===== config.mk =====
export PLATFORM = sky130hd
export DESIGN_NAME = rfg_axis_protocol_tx_framer
export DESIGN_NICKNAME = d
export VERILOG_FILES = /design/src/rtl/rfg_axis_protocol_pkg.sv /design/src/rtl/rfg_axis_protocol_tx_framer.sv
export SDC_FILE = /design/constraint.sdc
export NUM_CORES = 1
export LEC_CHECK = 0
export CAP_MARGIN = 20
export CORE_MARGIN = 1.5
export CORE_UTILIZATION = 50
export CTS_BUF_LIST = sky130_fd_sc_hd__clkbuf_8
export DETAILED_ROUTE_END_ITERATION = 8
export PLACE_DENSITY_LB_ADDON = 0.08
export SLEW_MARGIN = 15
export SYNTH_ARGS = -nofsm -noshare
export SYNTH_HDL_FRONTEND = slang
export SYNTH_SLANG_ARGS = --single-unit
export TNS_END_PERCENT = 5

===== constraint.sdc =====
create_clock -name clk -period 2.5 [get_ports clk]
set_input_delay 0.5 -clock clk [delete_from_list [all_inputs] [get_ports clk]]
set_output_delay 0.5 -clock clk [all_outputs]
set_load 0.01 [all_outputs]

===== src/rtl/rfg_axis_protocol_pkg.sv =====
// Shared types and width helpers for the protocol FIFO AXI-Stream transmit framer.
package rfg_axis_protocol_pkg;

  typedef enum logic [1:0] {
    ST_IDLE = 2'd0,
    ST_HOLD = 2'd1,
    ST_SEND = 2'd2
  } state_t;

  localparam int BYTE_W = 8;
  localparam int PKT_CNT_W = 16;

  // Counter width able to hold 0..n-1, never narrower than one bit.
  function automatic int cnt_w(input int n);
    if (n <= 1) begin
      return 1;
    end else begin
      return $clog2(n);
    end
  endfunction

endpackage


===== src/rtl/rfg_axis_protocol_tx_framer.sv =====
// Drains a show-ahead byte FIFO into an AXI-Stream master, closing packets on
// max length, idle timeout or flush. One byte is always held back to decide tlast.
module rfg_axis_protocol_tx_framer
  import rfg_axis_protocol_pkg::*;
#(
  parameter int MAX_PKT = 16,
  parameter int TIMEOUT = 8
) (
  input  logic                 clk,
  input  logic                 res,
  input  logic                 fifo_empty,
  input  logic [BYTE_W-1:0]    fifo_read_value,
  output logic                 fifo_read,
  input  logic                 flush,
  output logic                 m_axis_tvalid,
  input  logic                 m_axis_tready,
  output logic [BYTE_W-1:0]    m_axis_tdata,
  output logic                 m_axis_tlast,
  output logic                 busy,
  output logic [PKT_CNT_W-1:0] pkt_sent
);

  localparam int BCNT_W = cnt_w(MAX_PKT);
  localparam int ICNT_W = cnt_w(TIMEOUT);
  localparam logic [BCNT_W-1:0] BCNT_LAST = BCNT_W'(MAX_PKT - 1);
  localparam logic [ICNT_W-1:0] ICNT_LAST = ICNT_W'(TIMEOUT - 1);

  state_t                 state_r;
  logic [BYTE_W-1:0]      pend_r;
  logic [BCNT_W-1:0]      bcnt_r;
  logic [ICNT_W-1:0]      icnt_r;
  logic                   tvalid_r;
  logic [BYTE_W-1:0]      tdata_r;
  logic                   tlast_r;
  logic [PKT_CNT_W-1:0]   pkt_sent_r;
  logic                   hs_s;
  logic                   fifo_read_s;

  assign hs_s = tvalid_r & m_axis_tready;

  // Pop strobe: refill the hold register from IDLE, or right after a handshake.
  always_comb begin
    fifo_read_s = 1'b0;
    if (res) begin
      fifo_read_s = 1'b0;
    end else begin
      case (state_r)
        ST_IDLE: fifo_read_s = ~fifo_empty;
        ST_SEND: fifo_read_s = hs_s & ~fifo_empty;
        default: fifo_read_s = 1'b0;
      endcase
    end
  end

  // Framer FSM with held byte, byte/idle counters and registered AXIS outputs.
  always_ff @(posedge clk) begin
    if (res) begin
      state_r    <= ST_IDLE;
      pend_r     <= '0;
      bcnt_r     <= '0;
      icnt_r     <= '0;
      tvalid_r   <= 1'b0;
      tdata_r    <= '0;
      tlast_r    <= 1'b0;
      pkt_sent_r <= '0;
    end else begin
      case (state_r)
        ST_IDLE: begin
          if (!fifo_empty) begin
            pend_r  <= fifo_read_value;
            icnt_r  <= '0;
            state_r <= ST_HOLD;
          end else begin
            state_r <= ST_IDLE;
          end
        end
        ST_HOLD: begin
          // A following byte in the FIFO proves this one is not the packet end.
          if ((bcnt_r == BCNT_LAST) || flush) begin
            tdata_r  <= pend_r;
            tlast_r  <= 1'b1;
            tvalid_r <= 1'b1;
            state_r  <= ST_SEND;
          end else if (!fifo_empty) begin
            tdata_r  <= pend_r;
            tlast_r  <= 1'b0;
            tvalid_r <= 1'b1;
            state_r  <= ST_SEND;
          end else if (icnt_r == ICNT_LAST) begin
            tdata_r  <= pend_r;
            tlast_r  <= 1'b1;
            tvalid_r <= 1'b1;
            state_r  <= ST_SEND;
          end else begin
            icnt_r <= icnt_r + ICNT_W'(1);
          end
        end
        ST_SEND: begin
          if (hs_s) begin
            tvalid_r <= 1'b0;
            tlast_r  <= 1'b0;
            if (tlast_r) begin
              bcnt_r     <= '0;
              pkt_sent_r <= pkt_sent_r + 16'd1;
            end else begin
              bcnt_r <= bcnt_r + BCNT_W'(1);
            end
            if (!fifo_empty) begin
              pend_r  <= fifo_read_value;
              icnt_r  <= '0;
              state_r <= ST_HOLD;
            end else begin
              state_r <= ST_IDLE;
            end
          end else begin
            state_r <= ST_SEND;
          end
        end
        default: begin
          state_r  <= ST_IDLE;
          tvalid_r <= 1'b0;
          tlast_r  <= 1'b0;
        end
      endcase
    end
  end

  assign fifo_read     = fifo_read_s;
  assign m_axis_tvalid = tvalid_r;
  assign m_axis_tdata  = tdata_r;
  assign m_axis_tlast  = tlast_r;
  assign busy          = (state_r != ST_IDLE);
  assign pkt_sent      = pkt_sent_r;

endmodule


==> summary.txt <==
STA
  – Final Max Tran Viols: 0
  – Clock period minus worst slack: about 2.2 ns
  – Fmax: roughly 0.44 GHz
  – RSZ-0062 raised after global routing: no
  – Tightest Pin Transition: ~0.43 ns
  – Max_slew headroom: just over 70%
  – Final period utilization: between 80% and 90%
  – Final Skew: about 0.012 ns
  – # setup viols final: 0
  – Final hold vios: 0

Yosys
  – Mean Syn Cell Area: about 8.7 um2
  – Async SR Flop Fraction: 0%
  – Post-synth EDFFs: 0
  – Syn nets: 230
  – Top FF cell, synth: dfxtp_1
  – Cell Area, Synth: 1850 um2
  – Post-Synthesis Cells: 213
  – Post-synth top area share: a little under half
  – Seq/Total Area, Yosys: between 40% and 50%
  – Flops & latches, synth: 43
  – Number of distinct library cells after synthesis: 36
  – Synth warn: 0
  – Area contributors post-synth: dfxtp_1, a21oi_1, nor2_1
  – Dominant cell type by area after synthesis: dfxtp_1

Floorplan
  – Die width: around 64 um
  – # IOs: roughly 40
  – Core Rows: 21
  – DIE HEIGHT: ~64 um
  – Core Area: 3440 um2
  – Die ar.: ~4100 um2
  – Initial core utilization: a little over half

Worst setup path
  – Startpoint types: input pin
  – Crit. End Element: output pin
  – Crit-path max cell delay: between 0.4 and 0.5 ns
  – Critical Path Fanout Max: 2
  – CP max-delay cell: clkdlybuf4s50_1
  – Crit path required time: ~2.0 ns
  – Crit Path Category: in -> out
  – CP Cell Sequence: clkdlybuf4s50_1, nand2_1, a211o_1, nor2_1, dlygate4sd2_1
  – Arr. time, crit path: between 1.5 and 2 ns

Global routing
  – Largest net degree at the start of global routing: 45
  – Global Route Usage Sum: ~20%
  – Initial antenna violation count: 0
  – Vias in the first global route: 1,507
  – First-pass GRT wire length: 6.63 mm
  – Remaining global-route overflow: 0

Layout
  – Layout area overhead: 32.8%
  – Commonest non-fill, non-tap cell in the layout: dfxtp_1
  – Fin cells: about 310
  – Final Net Count: roughly 280
  – Layout cells sized above 1: between 10% and 20%
  – # diodes: 0
  – Most frequent cells in the layout: dfxtp_1, clkdlybuf4s50_1, nor2_1

Pwr
  – Flop pwr share: 54.2%
  – Switching share of power: approximately 23%
  – Switch Pwr: 0.308 mW
  – Cell-internal power: a little over 1 mW
  – Largest vdd supply drop: around 0.41 mV
  – Clock share of power: between 30 and 40%
  – PD cells: about 540 nW/um2
  – Lkg Pwr: between 0.8 and 0.9 nW
  – Pwr Total: 1.33 mW
  – Combinational power share: approximately a tenth

Route
  – Vias per std cell: around 5.4
  – Post-DR wirelength/cell: roughly 12 um
  – Vias: 1,654
  – DRC: 0
  – Iteration-0 DRC Markers: 193
  – Post-DRT Antenna Nets: 0
  – WL final: 3.77 mm
  – Drt first pass iters: 4

Job
  – Max_cap viols: 0

Clock tree
  – Clk sinks: 43
  – Skew-Pair Late Insertion Delay: approximately 0.29 ns
  – # H-tree levels: 2
  – Worst-path clk slew: 0.08 ns
  – Hold-fix buffers, CTS: 0
  – Root Buffer: clkbuf_8
  – CTS tree: yes
  – Total CTS buffers: 5
  – Clock tree buffer depth: 2

Place
  – Placed Cells incl. Taps: 301
  – Port bufs: 40
  – GPL Wtd Cong: between 0.6 and 0.7
  – DP Wirelength: 2.62 mm

Run status
  – Status: finished, final reports clean

Worst hold path
  – Hold Crit Class: reg -> reg
-- metal layers --
metal / vias to the layer above / part of all wire, % / track usage (%)
met1: 768 / 44 / 24.7
met2: 37 / 51 / 35.0
met3: 8 / 3.3 / 5.46
li1: 841 / - / -
met4: 0 / 1.9 / 7.88
met5: - / 0 / 0
-- cells by family after synthesis --
| group | after synthesis | share of synthesized area (%) |
|---|---|---|
| AND/OR/NAND/NOR | 92 | 25.8 |
| adder cells (fa/ha/maj) | 4 | 2.71 |
| XOR/XNOR | 10 | 4.74 |
| AO/OA/AOI/OAI | 40 | 12.3 |
| buffers and inverters | 16 | 3.59 |
| flip-flops | 43 | 46.6 |
| multiplexers | 8 | 4.33 |
-- final timing paths --
kind	start	endpoint	cells past startpoint	slack, ns
max	m_axis_tready	fifo_read	5	0.25
min	pend_r[7]	pend_r[7]	2	0.46
max reg2reg	pkt_sent[1]	pkt_sent[14]	5	0.61
min reg2reg	pend_r[7]	pend_r[7]	2	0.46
-- per-stage QoR --
step                      hold slack [ns]  utilization, %  TNS (ns)  area (um2)  setup WS [ns]
after detailed placement            0.448            68.3   -0.0117        2350        -0.0117
after floorplan                     0.436               -         0        1850          0.703
after global routing                0.475            71.3         0        2450          0.168
final                               0.457            71.3         0        2450          0.253
after global placement              0.443            68.3   -0.0360        2350        -0.0360
after CTS                           0.458            71.3         0        2450          0.247
-- registers in the layout, indices dropped and copies added, names as in the netlist --
register       count
m_axis_tlast       1
icnt_r             3
bcnt_r             4
m_axis_tvalid      1
pend_r             8
pkt_sent          16
state_r            2
m_axis_tdata       8
-- repair_timing --
| item | in CTS | in global routing |
|---|---|---|
| gates resized for setup | 1 | 0 |
| endpoints found under the setup margin | 1 | 0 |
| buffers inserted | 0 | 0 |
-- critical path, delay by kind of cell --
family,cells,cell delay (ns)
simple gates,2,0.17
buf+inv,2,0.75
compound gates,1,0.32
-- synth_stat cells, types with 2 or more instances --
master	n
ha_1	4
nor4_1	2
nand3_1	11
or2_2	2
or3_1	2
clkbuf_1	7
nor3_1	6
a31o_2	2
nor2_1	25
nand4_1	7
nor2b_1	3
o21ai_0	5
buf_2	2
xor2_1	3
nand2b_1	2
xnor2_1	7
nor3b_1	2
dfxtp_1	43
nand2_1	23
mux2i_1	8
a31oi_1	4
inv_1	6
a21oi_1	24
-- power by group through the flow --
stage,combinational (mW),clock [mW],sequential (mW)
CTS,0.124,0.493,0.718
global route,0.135,0.526,0.722
floorplan,0.0683,0,0.729
detailed placement,0.124,0,0.734
global placement,0.124,0,0.734
finish,0.123,0.484,0.718
-- cell type report --
type	instances	area, um2
clock inverters	1	7.51
flip-flops and latches	43	861
multi-input cells	154	921
repair buffers	52	489
fillers	298	987
well taps	46	57.6
clock buffers	7	96.3
inverters	6	22.5
Power figures use the tool's default switching activity.
==> RTL edit (config.mk and constraints unchanged) <==
`PKT_CNT_W`: 16 -> 20.
--- a/src/rtl/rfg_axis_protocol_pkg.sv
+++ b/src/rtl/rfg_axis_protocol_pkg.sv
@@ -10,3 +10,3 @@
   localparam int BYTE_W = 8;
-  localparam int PKT_CNT_W = 16;
+  localparam int PKT_CNT_W = 20;
 
Interface: changed (resized pkt_sent); port bits go from 41 to 45. No check against the original RTL was run, so the function may have changed too.
==> RTL edit against the original RTL <==
Routed wire length grew 12%; hold slack gained 0.0018 ns; final cell count is 8.4% higher; die area increased by 9.0%; synthesized cell count increased by 11%; final area rose by 7.2%; sequential cell count increased by 4; register-to-register slack worse by 0.24 ns; non-clock buffer count increased by 2; setup slack got worse by 0.024 ns; first-iteration DRC count is 24% lower; power up 2.4%; synthesized area grew 9.4%; critical endpoint is now pkt_sent[19]$_SDFFE_PP0P_; highest routed layer unchanged.
==> RTL edit: results (changes against the original RTL) <==
ys_seq_area_share_pct: 46.5  # about the same
r2r_cells: 4  # -1
grt_max_degree: 48  # +6.7%
grt_pass1_wl_um: 7280  # +9.8%
dp_hpwl_um: 2850  # +8.8%
wl_met2_um: 1930  # +1.3%
ir_drop_mv: 0.338  # -18%
r2r_start: "m_axis_tlast$_SDFFE_PP0P_"
wl_met1_um: 2010  # +21%
slew_headroom_pct: 67.9  # -3.1 points
post-place-ws_ns: -0.0702  # -0.0585 ns
synth_commonest_cells: "dfxtp_1, a21oi_1, nand2_1"
min_from: "pend_r[5]$_SDFFE_PP0P_"
portBuffers: 44  # +10%
grt_util_met2_pct: 37.3  # +2.2 points
r2r-end: "pkt_sent[19]$_SDFFE_PP0P_"
synth-xor-area-share_pct: 3.47  # -1.3 points
grt_use_total_pct: 21.5  # +0.91 points
largest_register_ffs: 20  # +4
grt_use_met3_pct: 4.90  # -0.56 points
outcome: "complete, no violations"
synth_compound_area_share_pct: 13.7  # +1.4 points
drt_wl_total_um: 4230  # +12%
place_congestion: 0.734  # +5.4%
wl_per_cell_um: 12.6  # +3.6%
synthMuxAreaShare_pct: 3.96  # -0.37 points
drive_gt1_share_pct: 8.01  # -2.3 points
place_inst: 327  # +8.6%
syn-num-nets: 253  # +10%
route.vias.total: 1802  # +8.9%
synth_cell_types: 35  # -2.8%
layout.nets: 303  # +8.6%
total_leakage_power_nw: 0.939  # +4.7%
first_iter_violations: 147  # -24%
synth.area.top_cells: "dfxtp_1, a21oi_1, nand2_1"
hold_slack_ns: 0.458  # +0.00178 ns
synthAdderAreaFrac_pct: 2.48  # -0.23 points
RTL edit: cell count changes in the layout (fill, tap and decap cells not counted), sizes merged, moves of 4 or more:
| cell | before | now |
|---|---|---|
| a21oi | 24 | 29 |
| o21ai | 5 | 13 |
| clkdlybuf4s50 | 39 | 43 |
| or4 | 2 | 6 |
| nor2 | 25 | 21 |
| nand2 | 23 | 27 |
| dfxtp | 43 | 47 |
| or3 | 2 | 9 |
RTL edit: power by group:
part / switching, mW / internal, mW / leakage [nW]
clock network: 0.258 / 0.192 / 0.0477
registers: 0.0182 / 0.765 / 0.381
logic: 0.0603 / 0.0652 / 0.510
total: 0.336 / 1.02 / 0.939
RTL edit: cell type report:
| class | count | area, um2 |
|---|---|---|
| clock buffers | 5 | 68.8 |
| clock inverters | 3 | 15.0 |
| fillers | 307 | 1140 |
| inverters | 7 | 26.3 |
| multi-input cells | 171 | 1010 |
| flip-flops and latches | 47 | 941 |
| well taps | 48 | 60.1 |
| repair buffers | 54 | 514 |
RTL edit: worst max-delay path, stage by stage:
cell and delay [ns]:
clkdlybuf4s50_1 0.47, buf_4 0.14, nand4b_4 0.11, or4_1 0.68, or4_1 0.44, a21oi_1 0.17
RTL edit: how the worst max path moves through the flow:
stage,from,endpoint,slack (ns)
6_report,m_axis_tready,pkt_sent[19]$_SDFFE_PP0P_,0.23
2_1_floorplan,m_axis_tlast$_SDFFE_PP0P_,pkt_sent[19]$_SDFFE_PP0P_,0.59
3_5_place_dp,m_axis_tready,pkt_sent[19]$_SDFFE_PP0P_,-0.07
3_3_place_gp,m_axis_tready,fifo_read,-0.05
4_1_cts,m_axis_tready,fifo_read,0.22
5_1_grt,m_axis_tready,pkt_sent[19]$_SDFFE_PP0P_,0.14
